[config.mk]
export PLATFORM = sky130hd
export DESIGN_NAME = oam_dma
export DESIGN_NICKNAME = d
export VERILOG_FILES = /design/src/rtl/oam_dma.sv
export SDC_FILE = /design/constraint.sdc
export NUM_CORES = 1
export LEC_CHECK = 0
export BUFFER_PORTS_ARGS = -buffer_cell sky130_fd_sc_hd__buf_4
export CAP_MARGIN = 15
export CORE_ASPECT_RATIO = 0.8
export CORE_MARGIN = 2
export CORE_UTILIZATION = 51
export CTS_CLUSTER_DIAMETER = 120
export DETAILED_ROUTE_END_ITERATION = 10
export GPL_TIMING_DRIVEN = 0
export PLACE_DENSITY = 0.85
export SLEW_MARGIN = 20
export SYNTH_ARGS = -nofsm -noshare
export SYNTH_HDL_FRONTEND = slang
export SYNTH_SLANG_ARGS = --single-unit
[constraint.sdc]
create_clock -name clk -period 4.65 [get_ports clk]
set_input_delay 0.6975 -clock clk [delete_from_list [all_inputs] [get_ports clk]]
set_output_delay 0.6975 -clock clk [all_outputs]
set_load 0.005 [all_outputs]
[src/rtl/oam_dma.sv]
// Sprite DMA: a CPU write to DMA_REG_ADDR halts the CPU and copies one 256-byte page into OAM via $2004.
// The CPU is halted for 2*XFER_LEN+2 cycles; reads/writes alternate so ppu_cs_n always shows a falling edge per byte.
module oam_dma #(
  parameter logic [15:0] DMA_REG_ADDR = 16'h4014,
  parameter int          XFER_LEN     = 256
) (
  input  logic        clk,
  input  logic        reset,
  input  logic [15:0] cpu_addr,
  input  logic [7:0]  cpu_data_in,
  input  logic        cpu_WE,
  output logic        cpu_rdy,
  output logic        dma_active,
  output logic [15:0] mem_addr,
  output logic        mem_RE,
  input  logic [7:0]  mem_data_in,
  output logic        ppu_cs_n,
  output logic [2:0]  ppu_reg_addr,
  output logic        ppu_WE,
  output logic [7:0]  ppu_data
);

  localparam logic [8:0] LAST_CNT = 9'(XFER_LEN);
  localparam logic [2:0] OAMDATA  = 3'd4;

  typedef enum logic [2:0] {
    IDLE  = 3'd0,
    HALT  = 3'd1,
    READ  = 3'd2,
    WRITE = 3'd3,
    DONE  = 3'd4
  } state_t;

  state_t      state_q, state_d;
  logic [7:0]  page_q, page_d;
  logic [8:0]  count_q, count_d;
  logic [7:0]  data_q, data_d;
  logic        trig;

  assign trig = cpu_WE && (cpu_addr == DMA_REG_ADDR);

  always_ff @(posedge clk) begin
    if (reset) begin
      state_q <= IDLE;
      page_q  <= 8'h00;
      count_q <= 9'd0;
      data_q  <= 8'h00;
    end else begin
      state_q <= state_d;
      page_q  <= page_d;
      count_q <= count_d;
      data_q  <= data_d;
    end
  end

  always_comb begin
    state_d      = state_q;
    page_d       = page_q;
    count_d      = count_q;
    data_d       = data_q;
    cpu_rdy      = 1'b0;
    dma_active   = 1'b1;
    mem_addr     = 16'h0000;
    mem_RE       = 1'b0;
    ppu_cs_n     = 1'b1;
    ppu_reg_addr = 3'd0;
    ppu_WE       = 1'b0;
    ppu_data     = data_q;

    case (state_q)
      IDLE: begin
        cpu_rdy    = 1'b1;
        dma_active = 1'b0;
        if (trig) begin
          page_d  = cpu_data_in;
          count_d = 9'd0;
          state_d = HALT;
        end
      end
      HALT: begin
        state_d = READ;
      end
      READ: begin
        // Page is concatenated, not added: the low byte never carries into the page.
        mem_addr     = {page_q, count_q[7:0]};
        mem_RE       = 1'b1;
        ppu_reg_addr = OAMDATA;
        ppu_WE       = 1'b1;
        state_d      = WRITE;
      end
      WRITE: begin
        ppu_cs_n     = 1'b0;
        ppu_reg_addr = OAMDATA;
        ppu_WE       = 1'b1;
        ppu_data     = mem_data_in;
        data_d       = mem_data_in;
        count_d      = count_q + 9'd1;
        state_d      = ((count_q + 9'd1) == LAST_CNT) ? DONE : READ;
      end
      DONE: begin
        state_d = IDLE;
      end
      default: begin
        state_d = IDLE;
      end
    endcase
  end

endmodule

Word level (Yosys, flattened, before mapping)
Cells that the tools add are included.
{ "totals": {"ff_bits": 28, "latchBits": 0, "mem_bits_rw": 0, "romBits": 0, "out_inout_bits": 32, "n_memories": 0} }
{ "op_classes": {"n_addsub": 1, "n_mul": 0, "div": 0, "order_cmp": 0, "eq_ne": 6, "n_shift": 0, "mux": 13, "bitwise": 0, "reduce_logical": 6} }
{ "op_table": {"columns": ["cell", "n"], "rows": [
  ["case mux 9 bit (2 select lines)", 1],
  ["equality test 16 x 15 -> 1 bit (second input constant)", 1],
  ["2-to-1 mux 16 bit", 1],
  ["case mux 3 bit (4 select lines)", 1],
  ["adder 9 x 1 -> 9 bit (second input constant)", 1],
  ["equality test 9 bit (second input constant)", 1],
  ["2-to-1 mux 3 bit", 3],
  ["2-to-1 mux 9 bit", 1],
  ["2-to-1 mux 8 bit", 1],
  ["equality test 3 x 2 -> 1 bit (second input constant)", 2],
  ["2-to-1 mux 1 bit", 5],
  ["AND reduction 2 bit", 2],
  ["equality test 3 x 1 -> 1 bit (second input constant)", 1],
  ["logical NOT 3 bit", 1],
  ["inequality test 2 bit (second input constant)", 1],
  ["nonzero test 2 bit", 1],
  ["OR reduction 2 bit", 1],
  ["logical AND 1 bit", 1]
]} }

Longest topological paths before layout
{ "depth": {"word_depth": 4, "ltp_mapped": 7, "depth_no_buf": 6} }

Worst setup path after synthesis
No wires, ideal clock.
{ "synth_path": {"path_kind": "reg-to-output", "start": "register state_q[1]", "end": "output port ppu_data[0]", "t_arrival_ns": 1.498, "slack_ns": 2.455, "path_stages_with_launch": 7, "cell_sequence": "dfxtp_1 -> nor2b_1 -> and2_1 -> clkbuf_1 -> clkbuf_1 -> nand2_1 -> nand2_1"} }
{ "synth_via": {"elab_chain_len": 2} }
{ "synth_lines": {"columns": ["item", "line", "text"], "rows": [
  ["start: declaration", "34", "state_t state_q, state_d;"],
  ["start signal: assignment", "49", "state_q <= state_d;"],
  ["equality test 3 x 2 -> 1 bit", "70", "case (state_q)"],
  ["2-to-1 mux 8 bit", null, null],
  ["end: declaration", "20", "output logic [7:0] ppu_data"]
]} }
Every way passes these cells.

Worst setup path in the final report
{ "layout_path": {"start": "register state_q[1]", "end": "output port ppu_data[3]"} }
Same word-level chain as after synthesis.

==> impl_results.md <==
* Number of gates resized after CTS at 0
* Maximum Capacitance Violations at 0
* Post-synth design cell area at approximately 1600 um2
* Total of warnings raised by yosys at 0
* Sequential cell area fraction in the yosys report at 0.361
* First-pass GRT wire length at approximately 6400 um
* Final Setup Violations at 0
* Area growth from synthesis to layout at 38.4%
* Total Negative Setup Slacks at 0 ns
* Vertical die dimension at about 53 um
* Number of top-level pins at 67
* RSZ-0062 raised after global routing: false
* Routability congestion estimate at ~0.84
* Proportion of layout cells with a drive suffix above 1 at 0.342
* Kind of capture point of the worst setup path: output port
* Time the final worst path needs with I/O delays and setup at between 2 and 3 ns
* Starting utilization of the core area at 0.549
* DRC violation count after routing at 0
* Vias/cell at around 5.3
* Maximum number of pins on one net before global-route repair at 17
* Mean area per synthesized cell at 8.09 um2
* Worst hold slack at about 0.45 ns
* Number of diodes added for antenna fixing at 0
* Ordered cell list for the critical path: nor2b_1 > and2_1 > clkbuf_1 > clkbuf_1 > nand2_1 > nand2_1 > buf_4
* Slack of the critical path at ~1.7 ns
* #FFs+latches synth at 28
* Headroom to the max-slew limit at 0.513
* Standard cell core area at around 2800 um2
* Grt total ovfl at 0
* Clock latency at the later pin of the worst-skew pair at 0.27 ns
* Worst Tran Pin Value at 0.725 ns
* Setup repair bufs after CTS at 0
* Leakage at between 0.9 and 1 nW
* Worst setup path class: register to output port
* Final clock skew at 0.00264 ns
* Biggest fanout along the worst timing path at 10
* Depth of the CTS H-tree at 1
* Cell family contributing the most delay on the critical path: buffers and inverters
* CTS buffer count at 3
* Number of port buffers at 63
* Avg WL per Cell at roughly 13 um
* Post-Syn Instances at 192
* Longest individual stage delay on the worst path at ~0.43 ns
* Post-synth EDFFs at 0
* Most common cell after layout, fill and taps aside: sky130_fd_sc_hd__buf_4
* Drt initial violations at roughly 80
* Worst setup slack before clock tree synthesis at around 2.0 ns
* Hold_buf cts at 0
* FFs w/ async S/R, synth at 0
* Clock input transition at the sequential cells of the worst setup and hold paths at ~0.090 ns
* Number of placed cells counting well taps at 294
* Number of global-route vias before repair at approximately 1400
* Startpoint type of the worst setup path: register
* CP max-delay cell: sky130_fd_sc_hd__clkbuf_1
* Run status: finished, final reports clean
* Antenna violations before repair at 0
* Root cell of the clock tree: sky130_fd_sc_hd__clkbuf_8
* Total detailed-routing wirelength at 3820 um
* TritonCTS clock tree: done
* Share of the clock period used by the worst path after layout at 0.637
* Kind of path behind the tightest hold check: register to register
* Top library cells by usage in the layout, fill and taps aside: sky130_fd_sc_hd__buf_4 (67), sky130_fd_sc_hd__nand2_1 (45), sky130_fd_sc_hd__dfxtp_1 (28)
* Area enclosed by the die boundary at approximately 3500 um2
* Worst Path Buf+Inv at 3
* DPL Wire Length at ~2800 um
* Overall track demand over capacity in global routing at 0.238
* Required @ worst endpoint at slightly below 4 ns
* Power density over the cells at approximately 210 nW/um2
* Most common flop cell mapped by yosys: sky130_fd_sc_hd__dfxtp_1
* Post-route ant nets at 0
* Sink Count at 28
* Number of slew-limit violations in the final report at 0
* Final cell count without fillers at ~300
* Worst path arrival time at between 2 and 2.5 ns
* Core Rows at 17
* Unique cell type count in the Yosys netlist at 43
* Final net count at ~300
* Max VDD drop at 0.196 mV
* Peak clock frequency supported by timing at between 0.3 and 0.4 GHz
* Router iterations before antenna repair at 4
* Vias at between 1500 and 2000
* Width of the die at approximately 66 um
* Clock Path Buffers at 2
* Flop2flop setup slack at roughly 2.4 ns
* Final hold violations at 0
-- tightest hold or removal path, stage by stage, from the launching register on --
cell                      delay (ns)
sky130_fd_sc_hd__dfxtp_1        0.31
sky130_fd_sc_hd__nand2_1        0.05
sky130_fd_sc_hd__a21oi_1        0.05
-- Yosys cell counts, types with 2 or more instances --
master,instances,share of area
sky130_fd_sc_hd__nand2_1,45,0.11
sky130_fd_sc_hd__dfxtp_1,28,0.36
sky130_fd_sc_hd__a21oi_1,25,0.081
sky130_fd_sc_hd__and2_1,17,0.068
sky130_fd_sc_hd__clkbuf_1,7,0.017
sky130_fd_sc_hd__nand3_1,6,0.019
sky130_fd_sc_hd__a311oi_1,4,0.023
sky130_fd_sc_hd__buf_4,4,0.019
sky130_fd_sc_hd__a211oi_1,3,0.015
sky130_fd_sc_hd__buf_6,3,0.022
sky130_fd_sc_hd__nand2_2,3,0.012
sky130_fd_sc_hd__nor2_1,3,0.0073
sky130_fd_sc_hd__o21a_1,3,0.015
sky130_fd_sc_hd__a31oi_1,2,0.0081
sky130_fd_sc_hd__and3_4,2,0.015
sky130_fd_sc_hd__ha_1,2,0.016
sky130_fd_sc_hd__inv_2,2,0.0048
sky130_fd_sc_hd__nand2b_1,2,0.0081
sky130_fd_sc_hd__nand4_1,2,0.0081
sky130_fd_sc_hd__nor3_1,2,0.0064
sky130_fd_sc_hd__nor4b_1,2,0.011
sky130_fd_sc_hd__o21ai_0,2,0.0064
sky130_fd_sc_hd__or3_1,2,0.0081
sky130_fd_sc_hd__or3_4,2,0.015
-- final timing paths --
kind | from | to | cells past startpoint
setup reg to reg | count_q[0]$_SDFFE_PP0P_ | state_q[2]$_SDFFE_PP0P_ | 7
setup / recovery | state_q[1]$_SDFFE_PP0P_ | ppu_data[3] | 7
hold reg to reg | page_q[6]$_SDFFE_PP0P_ | page_q[6]$_SDFFE_PP0P_ | 2
hold / removal | page_q[6]$_SDFFE_PP0P_ | page_q[6]$_SDFFE_PP0P_ | 2
-- final cells by class --
| type | instances | area [um2] |
|---|---|---|
| plain buffers | 15 | 104 |
| flip-flops and latches | 28 | 561 |
| clock buffers | 3 | 41.3 |
| inverters | 3 | 11.3 |
| well taps | 38 | 47.5 |
| multi-input cells | 147 | 881 |
| fillers | 225 | 681 |
| repair buffers | 63 | 473 |
| clock inverters | 1 | 30.0 |
-- stage by stage --
step / instance area (um2) / utilization / power (mW)
after CTS: 2150 / 0.759 / 0.464
after detailed placement: 2080 / 0.734 / 0.277
after global placement: 2080 / 0.734 / 0.276
after floorplan: 1560 / - / 0.254
after global routing: 2150 / 0.759 / 0.478
final: 2150 / 0.759 / 0.461
-- where the power goes --
part	switching, mW	leakage, nW	internal, mW
combinational	0.0103	0.660	0.0214
sequential	0.000000862	0.225	0.240
clock	0.0748	0.0357	0.115
total	0.0851	0.921	0.376
-- cell families (layout without fill, tap and decap cells) --
| kind of cell | Yosys count | after routing | synth area share |
|---|---|---|---|
| flops | 28 | 28 | 0.361 |
| xor+xnor | 2 | 2 | 0.0113 |
| mux | 1 | 1 | 0.00725 |
| compound gates | 43 | 43 | 0.182 |
| fa+ha+maj | 2 | 2 | 0.0161 |
| buf+inv | 18 | 85 | 0.0741 |
| simple gates | 97 | 97 | 0.346 |
| other cells | 1 | 2 | 0.00242 |
-- registers in the layout (all words and copies together), names as in the netlist --
name     count
data_q       8
count_q      9
state_q      3
page_q       8
-- metal layers --
layer	routed length (um)	GRT usage	vias up
met2	1820	0.396	49
met3	248	0.0681	4
met1	1710	0.307	727
li1	-	-	795
met4	34	0.0556	0
met5	0	0	-
No activity file was read; power rests on OpenSTA's default activity.
